===== config.mk =====
export PLATFORM = sky130hd
export DESIGN_NAME = seq_det_scheduler
export DESIGN_NICKNAME = d
export VERILOG_FILES = /design/src/rtl/seq_det_scheduler.sv
export SDC_FILE = /design/constraint.sdc
export NUM_CORES = 1
export LEC_CHECK = 0
export BUFFER_PORTS_ARGS = -buffer_cell sky130_fd_sc_hd__buf_2
export CORE_MARGIN = 2
export CORE_UTILIZATION = 25
export DETAILED_ROUTE_END_ITERATION = 6
export SLEW_MARGIN = 5
export SYNTH_ARGS = -nofsm -noshare
export SYNTH_HDL_FRONTEND = slang
export SYNTH_SLANG_ARGS = --single-unit

===== constraint.sdc =====
create_clock -name clk -period 2.6 [get_ports clk]
set_input_delay 0.52 -clock clk [delete_from_list [all_inputs] [get_ports clk]]
set_output_delay 0.52 -clock clk [all_outputs]
set_load 0.02 [all_outputs]

===== src/rtl/seq_det_scheduler.sv =====
`timescale 1ns/1ps
`default_nettype none
// ============================================================================
//  Module      : seq_det_scheduler
//  Description : Round-robin time-shared overlapping pattern detector with a
//                saved history/fill/match-count context per channel.
//  Revision    : 1.0 - initial release
// ============================================================================
module seq_det_scheduler #(
    parameter int              NCH     = 4,
    parameter int              PLEN    = 4,
    parameter logic [PLEN-1:0] PATTERN = 4'b1011,
    parameter int              CW      = 8
) (
    input  logic                     clk,
    input  logic                     rst,
    input  logic [NCH-1:0]           req_valid,
    input  logic [NCH-1:0]           req_bit,
    output logic [NCH-1:0]           req_ready,
    input  logic [NCH-1:0]           clr_ch,
    output logic                     det_valid,
    output logic [$clog2(NCH)-1:0]   det_ch,
    output logic                     det_hit,
    input  logic [$clog2(NCH)-1:0]   rd_ch,
    output logic [CW-1:0]            rd_cnt
);

    localparam int               CHW        = $clog2(NCH);
    localparam int               FW         = $clog2(PLEN);
    localparam logic [FW-1:0]    c_fill_max = FW'(PLEN - 1);
    localparam logic [CHW:0]     c_nch      = (CHW + 1)'(NCH);

    logic [PLEN-2:0] r_hist [NCH];
    logic [FW-1:0]   r_fill [NCH];
    logic [CW-1:0]   r_cnt  [NCH];
    logic [CHW-1:0]  r_rr;

    logic [NCH-1:0]  w_elig;
    logic [NCH-1:0]  w_grant;
    logic [CHW-1:0]  w_gidx;
    logic [CHW-1:0]  w_pos;
    logic [CHW:0]    w_sum;
    logic            w_xfer;
    logic            w_bit;
    logic [PLEN-1:0] w_cat;
    logic            w_hit;

    assign w_elig = req_valid & ~clr_ch;

    // Walk the channels starting at the pointer; the first eligible one wins.
    always_comb begin
        w_xfer = 1'b0;
        w_gidx = '0;
        w_pos  = '0;
        w_sum  = '0;
        for (int k = 0; k < NCH; k++) begin
            w_sum = {1'b0, r_rr} + (CHW + 1)'(k);
            if (w_sum >= c_nch) begin
                w_sum = w_sum - c_nch;
            end
            w_pos = w_sum[CHW-1:0];
            if (!w_xfer && w_elig[w_pos]) begin
                w_xfer = 1'b1;
                w_gidx = w_pos;
            end
        end
        w_grant = w_xfer ? (NCH'(1) << w_gidx) : '0;
    end

    assign req_ready = w_grant;

    assign w_bit = req_bit[w_gidx];
    assign w_cat = {r_hist[w_gidx], w_bit};
    // Hit needs a full window: PLEN-1 saved bits plus the incoming one.
    assign w_hit = (r_fill[w_gidx] == c_fill_max) && (w_cat == PATTERN);

    always_ff @(posedge clk or posedge rst) begin
        if (rst) begin
            r_rr      <= '0;
            det_valid <= 1'b0;
            det_ch    <= '0;
            det_hit   <= 1'b0;
            for (int i = 0; i < NCH; i++) begin
                r_hist[i] <= '0;
                r_fill[i] <= '0;
                r_cnt[i]  <= '0;
            end
        end else begin
            det_valid <= w_xfer;
            det_hit   <= w_xfer & w_hit;
            if (w_xfer) begin
                det_ch <= w_gidx;
                r_rr   <= (w_gidx == CHW'(NCH - 1)) ? '0 : w_gidx + CHW'(1);
            end
            for (int i = 0; i < NCH; i++) begin
                if (clr_ch[i]) begin
                    r_hist[i] <= '0;
                    r_fill[i] <= '0;
                    r_cnt[i]  <= '0;
                end else if (w_xfer && (w_gidx == CHW'(i))) begin
                    r_hist[i] <= w_cat[PLEN-2:0];
                    if (r_fill[i] != c_fill_max) begin
                        r_fill[i] <= r_fill[i] + FW'(1);
                    end
                    if (w_hit && (r_cnt[i] != '1)) begin
                        r_cnt[i] <= r_cnt[i] + CW'(1);
                    end
                end
            end
        end
    end

    assign rd_cnt = ({1'b0, rd_ch} < c_nch) ? r_cnt[rd_ch] : '0;

endmodule
`default_nettype wire


### Word level (Yosys, flattened, before mapping)

Cells that the tools add are included.

| operators by class | value |
|---|---|
| add/subtract/negate cells | 16 |
| magnitude comparators | 11 |
| equality and inequality tests | 13 |
| shift-type cells | 1 |
| muxes and demuxes | 65 |
| bitwise operators | 5 |
| reduce and logical (&&, ||, !) cells | 36 |

Operator list:

| operator | count |
|---|---|
| 8-bit 2-to-1 mux | 14 |
| 2-bit 2-to-1 mux | 23 |
| 8-bit by 1-bit adder with 8-bit output (second input constant) | 4 |
| 8-bit != test (second input constant) | 4 |
| 3-bit 2-to-1 mux | 10 |
| 2-bit nonzero test | 12 |
| 8-bit binary-select mux with 2-bit select | 1 |
| 2-bit AND reduction | 8 |
| 3-bit greater-or-equal comparator (second input constant) | 5 |
| 2-bit by 3-bit < comparator with 1-bit output (second input constant) | 5 |
| 1-bit logical AND | 12 |
| 2-bit by 1-bit adder with 2-bit output (second input constant) | 5 |
| 1-bit binary-select mux with 2-bit select | 5 |
| 1-bit 2-to-1 mux | 9 |
| 2-bit != test (second input constant) | 4 |
| 2-bit by 1-bit subtractor with 2-bit output (second input constant) | 4 |
| 2-bit by 2-bit adder with 3-bit output (second input constant) | 2 |
| 3-bit binary-select mux with 2-bit select | 1 |
| 2-bit equality test (second input constant) | 3 |
| 2-bit inverter with 3-bit output | 2 |
| 4-bit AND | 1 |
| 2-bit binary-select mux with 2-bit select | 1 |
| 4-bit equality test (second input constant) | 1 |
| 4-bit 2-to-1 mux | 1 |
| other kinds (8) | 10 |

| storage, ports and cells | value |
|---|---|
| register bits | 58 |
| input bits | 16 |
| output and inout bits | 16 |
| word-level logic and storage cells | 163 |

### Depth between registers and ports, before layout

Gate-level depths: netlist of the first run.

| logic depth | value |
|---|---|
| word-level depth | 24 |
| depth in mapped cells | 12 |
| depth with buffers taken out | 10 |

### Worst setup path after synthesis of the first run

Ideal clock, no wire load.

| path | value |
|---|---|
| path type | input to register |
| from | input req_valid[1] |
| to | register r_cnt[3] (netlist bit) |
| setup time | 0.078 ns |
| arrival | 2.528 ns |
| required time | 2.522 ns |
| setup slack | -0.006 ns |
| stages on the path | 10 |
| path buffers | 1 |
| cells stage by stage | nor2b_1 a21boi_0 o21ai_4 inv_2 ha_1 nand2_1 nand4bb_2 buf_2 or3_1 a21oi_1 |

| on the way | value |
|---|---|
| cells in the longest elaborated chain, start to end | 22 |
| elaborated cells between the ends (all ways) | 41 |
| classes of those cells | eq/ne: 3; mux: 24; bitwise: 2; reduce/logical: 12 |

Ends and longest elaborated chain:

| item | RTL line | RTL |
|---|---|---|
| start: declaration | 17 | `input logic [NCH-1:0] req_valid,` |
| 4-bit AND (*) | 48 | `assign w_elig = req_valid & ~clr_ch;` |
| 1-bit binary-select mux with 2-bit select | 62 | `if (!w_xfer && w_elig[w_pos]) begin` |
| 1-bit 2-to-1 mux (not written as such) | 62 |  |
| 1-bit 2-to-1 mux | 62 |  |
| 1-bit logical NOT | 62 |  |
| 1-bit logical AND | 62 |  |
| 1-bit 2-to-1 mux | 62 |  |
| 1-bit logical NOT | 62 |  |
| [... 5 more ...] | n/a |  |
| named net w_gidx[0] | 40 | `logic [CHW-1:0] w_gidx;` |
| 2-bit inverter with 3-bit output (not written as such) | 73, 75 |  |
| 3-bit binary-select mux with 2-bit select or 2-bit binary-select mux with 2-bit select (tied branches) | 73, 75 |  |
| 3-bit 2-to-1 mux (not written as such) or 2-bit 2-to-1 mux (tied branches) (2 in a row) | 73, 75 |  |
| 4-bit equality test or 2-bit equality test (tied branches) | 75 | `assign w_hit = (r_fill[w_gidx] == c_fill_max) && (w_cat == PATTERN);` |
| 1-bit logical AND | 75 |  |
| 1-bit logical AND | 105 | `if (w_hit && (r_cnt[i] != '1)) begin` |
| 2-bit nonzero test (no line) | n/a |  |
| 2-bit AND reduction (no line) (*) | n/a |  |
| end signal: indexed assignment | 106 | `r_cnt[i] <= r_cnt[i] + CW'(1);` |
| end: declaration | 35 | `logic [CW-1:0] r_cnt [NCH];` |

Mark *: on every way through the listed nets, which the timed path passes. The rest lies on a longest branch. The select of a mux whose other input is x is not followed.
A chain may end at the register's enable or synchronous reset.

### Worst setup path in the final report of the first run

| path | value |
|---|---|
| from | register r_rr[0] |
| to | output req_ready[0] |

| on the way | value |
|---|---|
| cells in the longest elaborated chain, start to end | 16 |
| elaborated cells between the ends (all ways) | 39 |
| classes of those cells | add/sub: 7; order compare: 4; shift: 1; mux: 21; reduce/logical: 6 |

Ends and longest elaborated chain:

| item | RTL line | RTL |
|---|---|---|
| start: declaration | 36 | `logic [CHW-1:0] r_rr;` |
| start signal: assignment | 93 | `r_rr <= (w_gidx == CHW'(NCH - 1)) ? '0 : w_gidx + CHW'(1);` |
| branches (longest 15 deep; another with 2-bit by 1-bit adder with 3-bit output) | n/a |  |
| 4-bit 2-to-1 mux (*) | 67 | `w_grant = w_xfer ? (NCH'(1) << w_gidx) : '0;` |
| end: declaration | 19 | `output logic [NCH-1:0] req_ready,` |

Mark *: on every way between the ends. The select of a mux whose other input is x is not followed.

==> impl_results.html, run 1 <==
<table>
<tr><th>Metric</th><th>Value</th></tr>
<tr><th colspan="2">Status</th></tr>
<tr><td>Run status</td><td>complete, no violations</td></tr>
<tr><th colspan="2">STA</th></tr>
<tr><td>Endpoints failing hold</td><td>0</td></tr>
<tr><td>Tightest hold margin</td><td>between 200 and 300 ps</td></tr>
<tr><td>Setup clock skew after layout</td><td>roughly 5.5 ps</td></tr>
<tr><td>Summed negative setup slack over all endpoints</td><td>0 ps</td></tr>
<tr><td>Count of pins over their slew limit</td><td>0</td></tr>
<tr><td>RSZ-0062 raised after global routing</td><td>yes</td></tr>
<tr><td>Ratio of final minimum period to clock period</td><td>96.94%</td></tr>
<tr><td>Highest Clock Rate</td><td>between 0.3 and 0.4 GHz</td></tr>
<tr><td>Clock period minus worst slack</td><td>2520 ps</td></tr>
<tr><td>Tightest slew margin relative to the limit</td><td>54.12%</td></tr>
<tr><td>Slew at the pin closest to its max-slew limit</td><td>around 700 ps</td></tr>
<tr><td>Number of endpoints failing setup at the final stage</td><td>0</td></tr>
<tr><th colspan="2">Power</th></tr>
<tr><td>Worst vdd rail ir drop</td><td>a little under 0.3 mV</td></tr>
<tr><td>Reported leakage power</td><td>around 1.9 nW</td></tr>
<tr><td>Power Total</td><td>between 2 and 3 mW</td></tr>
<tr><td>P per Cell Area</td><td>approximately 600 nW/µm²</td></tr>
<tr><th colspan="2">Clock network</th></tr>
<tr><td>Clock root buffer master</td><td>sky130_fd_sc_hd__clkbuf_16</td></tr>
<tr><td>Clk slew on worst S/H paths</td><td>around 50 ps</td></tr>
<tr><td>Clk sinks</td><td>between 50 and 60</td></tr>
<tr><td>Total clock buffers created by CTS</td><td>9</td></tr>
<tr><td>Largest buffer count on any clock path</td><td>2</td></tr>
<tr><td>H-tree depth</td><td>3</td></tr>
<tr><td>Count of hold buffers inserted by post-cts repair</td><td>0</td></tr>
<tr><td>Clock tree from TritonCTS</td><td>built</td></tr>
<tr><td>Latest clock arrival within the worst-skew pair</td><td>330 ps</td></tr>
<tr><th colspan="2">Detailed routing</th></tr>
<tr><td>Routed via count divided by cell count</td><td>a little under 5</td></tr>
<tr><td>Router iterations before antenna repair</td><td>4</td></tr>
<tr><td>Wire length per cell</td><td>between 10 and 15 µm</td></tr>
<tr><td>Via total after detailed routing</td><td>~2,900</td></tr>
<tr><td>DRC Markers</td><td>0</td></tr>
<tr><td>Total length of routed wires</td><td>8554 µm</td></tr>
<tr><td>Drt initial violations</td><td>approximately 230</td></tr>
<tr><td>Antenna-violating nets left</td><td>0</td></tr>
<tr><th colspan="2">Cells and area</th></tr>
<tr><td>Layout net count</td><td>448</td></tr>
<tr><td>Fraction of layout instances using a drive strength above 1</td><td>a little under a third</td></tr>
<tr><td>Final core utilization</td><td>around a third</td></tr>
<tr><td>Ant diodes</td><td>0</td></tr>
<tr><td>Fill cells</td><td>1,361</td></tr>
<tr><td>Non-filler instance count after layout</td><td>between 600 and 700</td></tr>
<tr><td>Layout-stage area growth over the synthesis result</td><td>31.38%</td></tr>
<tr><th colspan="2">Global route</th></tr>
<tr><td>Number of antenna violations at the first check in global routing</td><td>0</td></tr>
<tr><td>Aggregate global-route resource usage</td><td>around 13%</td></tr>
<tr><td>Wire length of the first global-routing pass</td><td>14,250 µm</td></tr>
<tr><td>Number of global-route vias before repair</td><td>around 2,900</td></tr>
<tr><td>Total global routing overflow</td><td>0</td></tr>
<tr><td>Pin count of the biggest net entering global routing</td><td>31</td></tr>
<tr><th colspan="2">Die</th></tr>
<tr><td>Chip Height</td><td>~120 µm</td></tr>
<tr><td>Starting density of the core</td><td>about a quarter</td></tr>
<tr><td>I/O pin count</td><td>32</td></tr>
<tr><td>DIE AREA</td><td>approximately 14,000 µm²</td></tr>
<tr><td>Number of rows in the core area</td><td>42</td></tr>
<tr><td>Die Width</td><td>about 120 µm</td></tr>
<tr><td>Area of the placeable core</td><td>approximately 13,000 µm²</td></tr>
<tr><th colspan="2">Critical path</th></tr>
<tr><td>Crit start category</td><td>flip-flop</td></tr>
<tr><td>Critical path class</td><td>reg -&gt; out</td></tr>
<tr><td>Depth of the critical timing path with buffers and inverters included</td><td>9</td></tr>
<tr><td>Capturing element type of the critical path</td><td>output pin</td></tr>
<tr><td>WP data arrival</td><td>roughly 2000 ps</td></tr>
<tr><td>Cell occurring most often along the worst timing path</td><td>sky130_fd_sc_hd__buf_4</td></tr>
<tr><td>Buf/Inv on CP</td><td>4</td></tr>
<tr><td>Cell chain of the critical path</td><td>nor4bb_1 &gt; a21oi_1 &gt; o21ai_4 &gt; buf_4 &gt; ha_1 &gt; nand2_2 &gt; buf_6 &gt; inv_2 &gt; buf_4</td></tr>
<tr><td>Endpoint required time on the critical path</td><td>2080 ps</td></tr>
<tr><td>Kind of cell adding the most delay to the critical path</td><td>buffers and inverters</td></tr>
<tr><td>Logic depth of the worst register-to-register path</td><td>11</td></tr>
<tr><td>Largest driver fanout on the critical path</td><td>5</td></tr>
<tr><td>Worst-path cell with the longest stage delay</td><td>sky130_fd_sc_hd__dfrtp_2</td></tr>
<tr><td>Slowest Stage Delay on Critical Path</td><td>approximately 440 ps</td></tr>
<tr><th colspan="2">Min path</th></tr>
<tr><td>Class of the worst hold path</td><td>in -&gt; async</td></tr>
<tr><th colspan="2">Placement</th></tr>
<tr><td>Placer Congestion</td><td>a little over 0.8</td></tr>
<tr><td>Number of cells in the design after placement</td><td>around 580</td></tr>
<tr><td>Final HPWL DP</td><td>around 6200 µm</td></tr>
<tr><td>Buffers on Ports</td><td>31</td></tr>
<tr><th colspan="2">Logic synthesis</th></tr>
<tr><td>Proportion of synthesized chip area in sequential cells</td><td>about 44%</td></tr>
<tr><td>Warnings, synthesis</td><td>0</td></tr>
<tr><td>Unique masters post-synth</td><td>44</td></tr>
<tr><td>Xor-xnor portion of the synthesized cell area</td><td>under 10%</td></tr>
<tr><td>Post-synthesis instance area</td><td>3326 µm²</td></tr>
<tr><td>Number of enable-type register cells in the synthesized netlist</td><td>0</td></tr>
<tr><td>Combinational family with the most area after synthesis</td><td>simple AND/OR/NAND/NOR gates</td></tr>
<tr><td>Synthesized netlist net count</td><td>approximately 370</td></tr>
<tr><td>Mean cell area of the mapped netlist</td><td>9.640 µm²</td></tr>
<tr><td>Primary FF master, synth</td><td>sky130_fd_sc_hd__dfrtp_1</td></tr>
<tr><td>Adder-cell share of the synthesized area</td><td>4.515%</td></tr>
<tr><td>Area share of and/or/nand/nor cells after synthesis</td><td>23.97%</td></tr>
<tr><td>Number of synthesized register bits</td><td>just under 60</td></tr>
<tr><td>Complex-gate fraction of the synthesized area</td><td>between 15 and 20%</td></tr>
<tr><td>Async S/R FF share, synth</td><td>100.0%</td></tr>
<tr><td>Multiplexer share of the synthesized area</td><td>between 6 and 7%</td></tr>
<tr><td>Post-Syn Instances</td><td>about 350</td></tr>
<tr><th colspan="2">Run</th></tr>
<tr><td>Max-cap violations</td><td>0</td></tr>
</table>
placed cells by master, fill, tap and decap left out, drive strengths merged, types with 2 or more instances in the layout:
master   netlist  final
o211ai         2      2
o31a           4      4
nand4b         4      4
o21ba          4      4
xnor2          4      4
nand4          3      3
nor2          27     27
xor2           4      4
nor4           4      4
o311ai         2      2
o21ai         29     29
mux4           8      8
a21oi         24     24
dfrtp         58     58
nor2b          5      5
o21a           2      2
and3           2      2
nand2b        11     11
clkinv         1      2
o22ai          4      4
mux2i          4      4
inv           11     12
nand3b         8      8
nand3         21     21
clkbuf         5     14
buf            6     75
ha            12     12
o31ai          7      7
nand2         42     42
or3           11     11
a21boi         2      2
or4            9      9
nand4bb        2      2
per-layer routing:
metal  global-route usage, %  vias up  part of all wire, %
met5                       0        -                    0
met4                   3.897        0                  1.1
met3                   4.885        9                  7.9
met2                   19.04       82                   44
met1                   17.20     1428                   47
li1                        -     1414                    -
what timing repair did:
item / 4_1_cts / 5_1_grt
gates resized for setup: 10 / 19
cloned: 0 / 0
setup buffers: 4 / 4
pin swaps: 2 / 3
setup endpoints to repair: 3 / 16
cells by family (layout without fill, tap and decap cells):
family	after synthesis	after routing
simple gates	151	151
compound gates	80	80
flops	58	58
buf+inv	23	103
mux	13	13
fa+ha+maj	12	12
xor+xnor	8	8
worst reg2reg max path, stage by stage, from the launching register on:
cell	delay, ps
sky130_fd_sc_hd__dfrtp_2	440
sky130_fd_sc_hd__nor4bb_1	300
sky130_fd_sc_hd__a21oi_1	110
sky130_fd_sc_hd__o21ai_4	120
sky130_fd_sc_hd__inv_2	90
sky130_fd_sc_hd__buf_4	140
sky130_fd_sc_hd__buf_4	140
sky130_fd_sc_hd__o311ai_4	110
sky130_fd_sc_hd__nand4bb_1	160
sky130_fd_sc_hd__buf_4	190
sky130_fd_sc_hd__or4_1	480
sky130_fd_sc_hd__a21oi_2	140
flip-flops by register name (all words and copies together) (netlist names):
register / count
r_hist: 12
r_cnt: 32
det_valid: 1
r_fill: 8
det_ch: 2
r_rr: 2
det_hit: 1
synthesized netlist by cell type (all sizes together), types with 3 or more instances:
cell    instances  share of area [%]
nand4           3               0.56
buf             6                1.1
nand2          42                4.7
o21ai          29                4.7
nor2b           5                1.0
o21ba           4                1.2
nor2           27                3.0
inv            11                1.2
dfrtp          58                 44
nor4            4               0.75
a21oi          24                3.6
nand4b          4                1.1
nand3b          8                1.8
nand2b         11                2.1
xor2            4                1.1
o31ai           7                1.6
ha             12                4.5
nand3          21                3.2
o22ai           4               0.75
xnor2           4                1.1
or3            11                2.1
mux4            8                5.4
mux2i           4                1.2
o31a            4                1.1
or4             9                2.0
clkbuf          5               0.56
where the power goes:
group / leakage [nW] / internal (mW) / switching [mW]
sequential: 0.791 / 0.955 / 0.0501
combinational: 0.973 / 0.253 / 0.268
clock: 0.143 / 0.719 / 0.398
total: 1.91 / 1.93 / 0.716
area by class of cell:
cell class / count / area (µm²) / area share (%)
clock buffers: 14 / 274.0 / 6.271
multi-input cells: 264 / 1834 / 41.98
flip-flops and latches: 58 / 1454 / 33.28
well taps: 176 / 220.2 / 5.040
repair buffers: 75 / 531.8 / 12.17
inverters: 12 / 45.04 / 1.031
clock inverters: 2 / 10.01 / 0.2291
per-stage QoR:
stage | setup WS, ps | instance area (µm²)
finish | 79.64 | 4369
global route | -34.66 | 4369
CTS | 16.62 | 4282
detailed placement | -220.6 | 3943
global placement | -130.6 | 3943
floorplan | 80.47 | 3326
worst paths after layout:
path | to | from | slack, ps
max | req_ready[0] | r_rr[0] | 80
min | det_ch[1] | rst | 300
max reg2reg | r_cnt[13] | r_rr[0] | 100
min reg2reg | det_ch[1] | det_ch[1] | 470
max in group asynchronous | r_rr[1] | rst | 1710
min in group clk | det_ch[1] | det_ch[1] | 470
(Power assumes the default switching activity.)
==> run 2, diff against run 1 <==
--- a/config.mk
+++ b/config.mk
@@ -15 +15,2 @@
 export SYNTH_SLANG_ARGS = --single-unit
+export TNS_END_PERCENT = 30
==> constraint.sdc (replaced) <==
create_clock -name clk -period 2.6 [get_ports clk]
set_input_delay 0.13 -clock clk [delete_from_list [all_inputs] [get_ports clk]]
set_output_delay 0.13 -clock clk [all_outputs]
set_load 0.02 [all_outputs]
==> run 2 against run 1 <==
- first-iteration DRC count shrank 9.3%
- setup slack gained 100 ps
- total power shrank 1.3%
- register-to-register slack gained 80 ps
- non-clock buffer count shrank 23
- core utilization shrank 1.7 points
- combinational power shrank 24%
- clock power grew 8%
- sequential power is essentially flat
- critical endpoint is now r_cnt[15]
==> impl_results.html, run 2 (synthesis results as in run 1) <==
<table>
<tr><th>Metric</th><th>Value</th></tr>
<tr><th colspan="2">Detailed routing</th></tr>
<tr><td>DRC Markers</td><td>0</td></tr>
<tr><td>Drt initial violations</td><td>205</td></tr>
<tr><td>Total length of routed wires</td><td>between 8000 and 9000 µm</td></tr>
<tr><td>Antenna-violating nets left</td><td>0</td></tr>
<tr><td>Wire length per cell</td><td>approximately 14 µm</td></tr>
<tr><td>Via total after detailed routing</td><td>about 2,900</td></tr>
<tr><td>Router iterations before antenna repair</td><td>4</td></tr>
<tr><td>Routed via count divided by cell count</td><td>about 5.0</td></tr>
<tr><th colspan="2">Clock network</th></tr>
<tr><td>Clock root buffer master</td><td>sky130_fd_sc_hd__clkbuf_16</td></tr>
<tr><td>Clk slew on worst S/H paths</td><td>~50 ps</td></tr>
<tr><td>H-tree depth</td><td>3</td></tr>
<tr><td>Latest clock arrival within the worst-skew pair</td><td>roughly 330 ps</td></tr>
<tr><td>Clock tree from TritonCTS</td><td>built</td></tr>
<tr><td>Total clock buffers created by CTS</td><td>9</td></tr>
<tr><td>Clk sinks</td><td>58</td></tr>
<tr><td>Largest buffer count on any clock path</td><td>2</td></tr>
<tr><th colspan="2">STA</th></tr>
<tr><td>Ratio of final minimum period to clock period</td><td>between 90% and 100%</td></tr>
<tr><td>Tightest hold margin</td><td>approximately 190 ps</td></tr>
<tr><td>Tightest slew margin relative to the limit</td><td>a little under three fifths</td></tr>
<tr><td>RSZ-0062 raised after global routing</td><td>no</td></tr>
<tr><td>Number of endpoints failing setup at the final stage</td><td>0</td></tr>
<tr><td>Highest Clock Rate</td><td>just over 0.4 GHz</td></tr>
<tr><td>Endpoints failing hold</td><td>0</td></tr>
<tr><td>Summed negative setup slack over all endpoints</td><td>0 ps</td></tr>
<tr><td>Count of pins over their slew limit</td><td>0</td></tr>
<tr><td>Clock period minus worst slack</td><td>around 2400 ps</td></tr>
<tr><td>Setup clock skew after layout</td><td>approximately 9 ps</td></tr>
<tr><td>Slew at the pin closest to its max-slew limit</td><td>about 630 ps</td></tr>
<tr><th colspan="2">Cells and area</th></tr>
<tr><td>Fraction of layout instances using a drive strength above 1</td><td>around 22%</td></tr>
<tr><td>Most used cells in the layout excluding fill and tap cells</td><td>sky130_fd_sc_hd__dfrtp_1, sky130_fd_sc_hd__nand2_1, sky130_fd_sc_hd__buf_2</td></tr>
<tr><td>Fill cells</td><td>around 1,400</td></tr>
<tr><td>Leading cell type in the layout, fill and taps excluded</td><td>sky130_fd_sc_hd__dfrtp_1</td></tr>
<tr><td>Layout-stage area growth over the synthesis result</td><td>24.57%</td></tr>
<tr><td>Flip-flop count of the largest register after layout</td><td>32</td></tr>
<tr><td>Final non-filler cell area</td><td>4143 µm²</td></tr>
<tr><td>Final core utilization</td><td>31.53%</td></tr>
<tr><td>Layout net count</td><td>425</td></tr>
<tr><td>Ant diodes</td><td>0</td></tr>
<tr><td>Registers with the most flip-flops</td><td>r_cnt: 32 flops, r_hist: 12 flops, r_fill: 8 flops</td></tr>
<tr><td>Most flops, register</td><td>r_cnt</td></tr>
<tr><th colspan="2">Critical path</th></tr>
<tr><td>Capturing element type of the critical path</td><td>flip-flop</td></tr>
<tr><td>Crit start category</td><td>flip-flop</td></tr>
<tr><td>Slowest Stage Delay on Critical Path</td><td>approximately 470 ps</td></tr>
<tr><td>Kind of cell adding the most delay to the critical path</td><td>simple AND/OR/NAND/NOR gates</td></tr>
<tr><td>Worst-path cell with the longest stage delay</td><td>sky130_fd_sc_hd__or4_1</td></tr>
<tr><td>Buf/Inv on CP</td><td>1</td></tr>
<tr><td>Endpoint required time on the critical path</td><td>approximately 2900 ps</td></tr>
<tr><td>WP data arrival</td><td>around 2700 ps</td></tr>
<tr><td>Largest driver fanout on the critical path</td><td>14</td></tr>
<tr><td>Cell chain of the critical path</td><td>nand2b_1 &gt; a21oi_2 &gt; o21a_2 &gt; ha_1 &gt; nand2_1 &gt; nand4bb_1 &gt; buf_4 &gt; or4_1 &gt; a21oi_1</td></tr>
<tr><td>Critical path class</td><td>reg -&gt; reg</td></tr>
<tr><th colspan="2">Die</th></tr>
<tr><td>DIE AREA</td><td>around 14,000 µm²</td></tr>
<tr><td>Number of rows in the core area</td><td>42</td></tr>
<tr><td>Chip Height</td><td>roughly 120 µm</td></tr>
<tr><td>Starting density of the core</td><td>between 20% and 30%</td></tr>
<tr><td>Die Width</td><td>about 120 µm</td></tr>
<tr><td>Area of the placeable core</td><td>13,140 µm²</td></tr>
<tr><td>I/O pin count</td><td>32</td></tr>
<tr><th colspan="2">Global route</th></tr>
<tr><td>Pin count of the biggest net entering global routing</td><td>33</td></tr>
<tr><td>Aggregate global-route resource usage</td><td>between 10% and 20%</td></tr>
<tr><td>Number of antenna violations at the first check in global routing</td><td>0</td></tr>
<tr><td>Number of global-route vias before repair</td><td>2,752</td></tr>
<tr><td>Total global routing overflow</td><td>0</td></tr>
<tr><td>Wire length of the first global-routing pass</td><td>between 10,000 and 15,000 µm</td></tr>
<tr><th colspan="2">Run</th></tr>
<tr><td>Max-cap violations</td><td>0</td></tr>
<tr><th colspan="2">Placement</th></tr>
<tr><td>Final HPWL DP</td><td>just over 6000 µm</td></tr>
<tr><td>Placer Congestion</td><td>approximately 0.84</td></tr>
<tr><td>Buffers on Ports</td><td>31</td></tr>
<tr><td>Area of placed instances</td><td>around 3800 µm²</td></tr>
<tr><th colspan="2">Min path</th></tr>
<tr><td>Class of the worst hold path</td><td>in -&gt; reg</td></tr>
<tr><th colspan="2">Power</th></tr>
<tr><td>P per Cell Area</td><td>~630 nW/µm²</td></tr>
<tr><td>Reported leakage power</td><td>1.796 nW</td></tr>
<tr><td>Worst vdd rail ir drop</td><td>slightly below 0.3 mV</td></tr>
<tr><td>Power Total</td><td>2.609 mW</td></tr>
<tr><th colspan="2">Status</th></tr>
<tr><td>Run status</td><td>complete, no violations</td></tr>
</table>
-- run 2: cell count changes in the layout (fill, tap and decap cells not counted), moves of 3 or more --
cell | previous run | this run
sky130_fd_sc_hd__inv_2 | 6 | 1
sky130_fd_sc_hd__nand2_1 | 38 | 42
sky130_fd_sc_hd__buf_4 | 43 | 19
sky130_fd_sc_hd__buf_6 | 3 | 0
sky130_fd_sc_hd__buf_2 | 27 | 31
sky130_fd_sc_hd__nand2_2 | 4 | 0
sky130_fd_sc_hd__inv_1 | 6 | 9
-- run 2: report_power, final --
part | switching [mW] | leakage [nW] | internal, mW
sequential | 0.0458 | 0.793 | 0.953
clock | 0.402 | 0.152 | 0.812
combinational | 0.239 | 0.851 | 0.157
-- run 2: worst reg2reg max path, delay by kind of cell (launching register included) --
kind,cells,cell delay [ps]
compound gates,3,590
fa+ha+maj,1,190
simple gates,4,930
flops,1,420
buf+inv,1,220
-- run 2: metrics by stage --
stage / cells / setup slack, ps
after CTS: 575 / 83.74
after global placement: 559 / 61.95
after global routing: 577 / 7.998
after floorplan: 345 / 299.7
final: 577 / 182.9
after detailed placement: 559 / -17.88
-- run 2: worst paths after layout --
kind                                  end  slack [ps]  cells after the start      start
max in group asynchronous        r_cnt[8]        1570                      4        rst
worst max-delay path            r_cnt[15]         180                      9    r_rr[1]
worst max register to register  r_cnt[15]         180                      9    r_rr[1]
worst min register to register  det_ch[1]         500                      2  det_ch[1]
min in group asynchronous       r_hist[6]         430                      3        rst
worst min-delay path             r_cnt[2]         190                      3  clr_ch[3]
-- run 2: final cells by class --
cell class	count	area, µm²	share of cell area [%]
clock inverters	2	35.03	0.8457
inverters	12	47.55	1.148
well taps	176	220.2	5.316
flip-flops and latches	58	1451	35.03
repair buffers	52	327.8	7.913
multi-input cells	264	1790	43.22
clock buffers	13	270.3	6.524
-- run 2: layer usage --
| metal | global-route usage, % | share of wire, % |
|---|---|---|
| met4 | 4.632 | 2.0 |
| met2 | 17.53 | 41 |
| met5 | 0 | 0 |
| met3 | 4.693 | 7.6 |
| met1 | 17.49 | 49 |
-- run 2: timing repair --
item	CTS	global route
hold buffers	1	0
resized for setup	1	4
hold endpoints to repair	26	0
endpoints found under the setup margin	2	13
buffers inserted	0	2
cloned	0	0
pin swaps	0	2
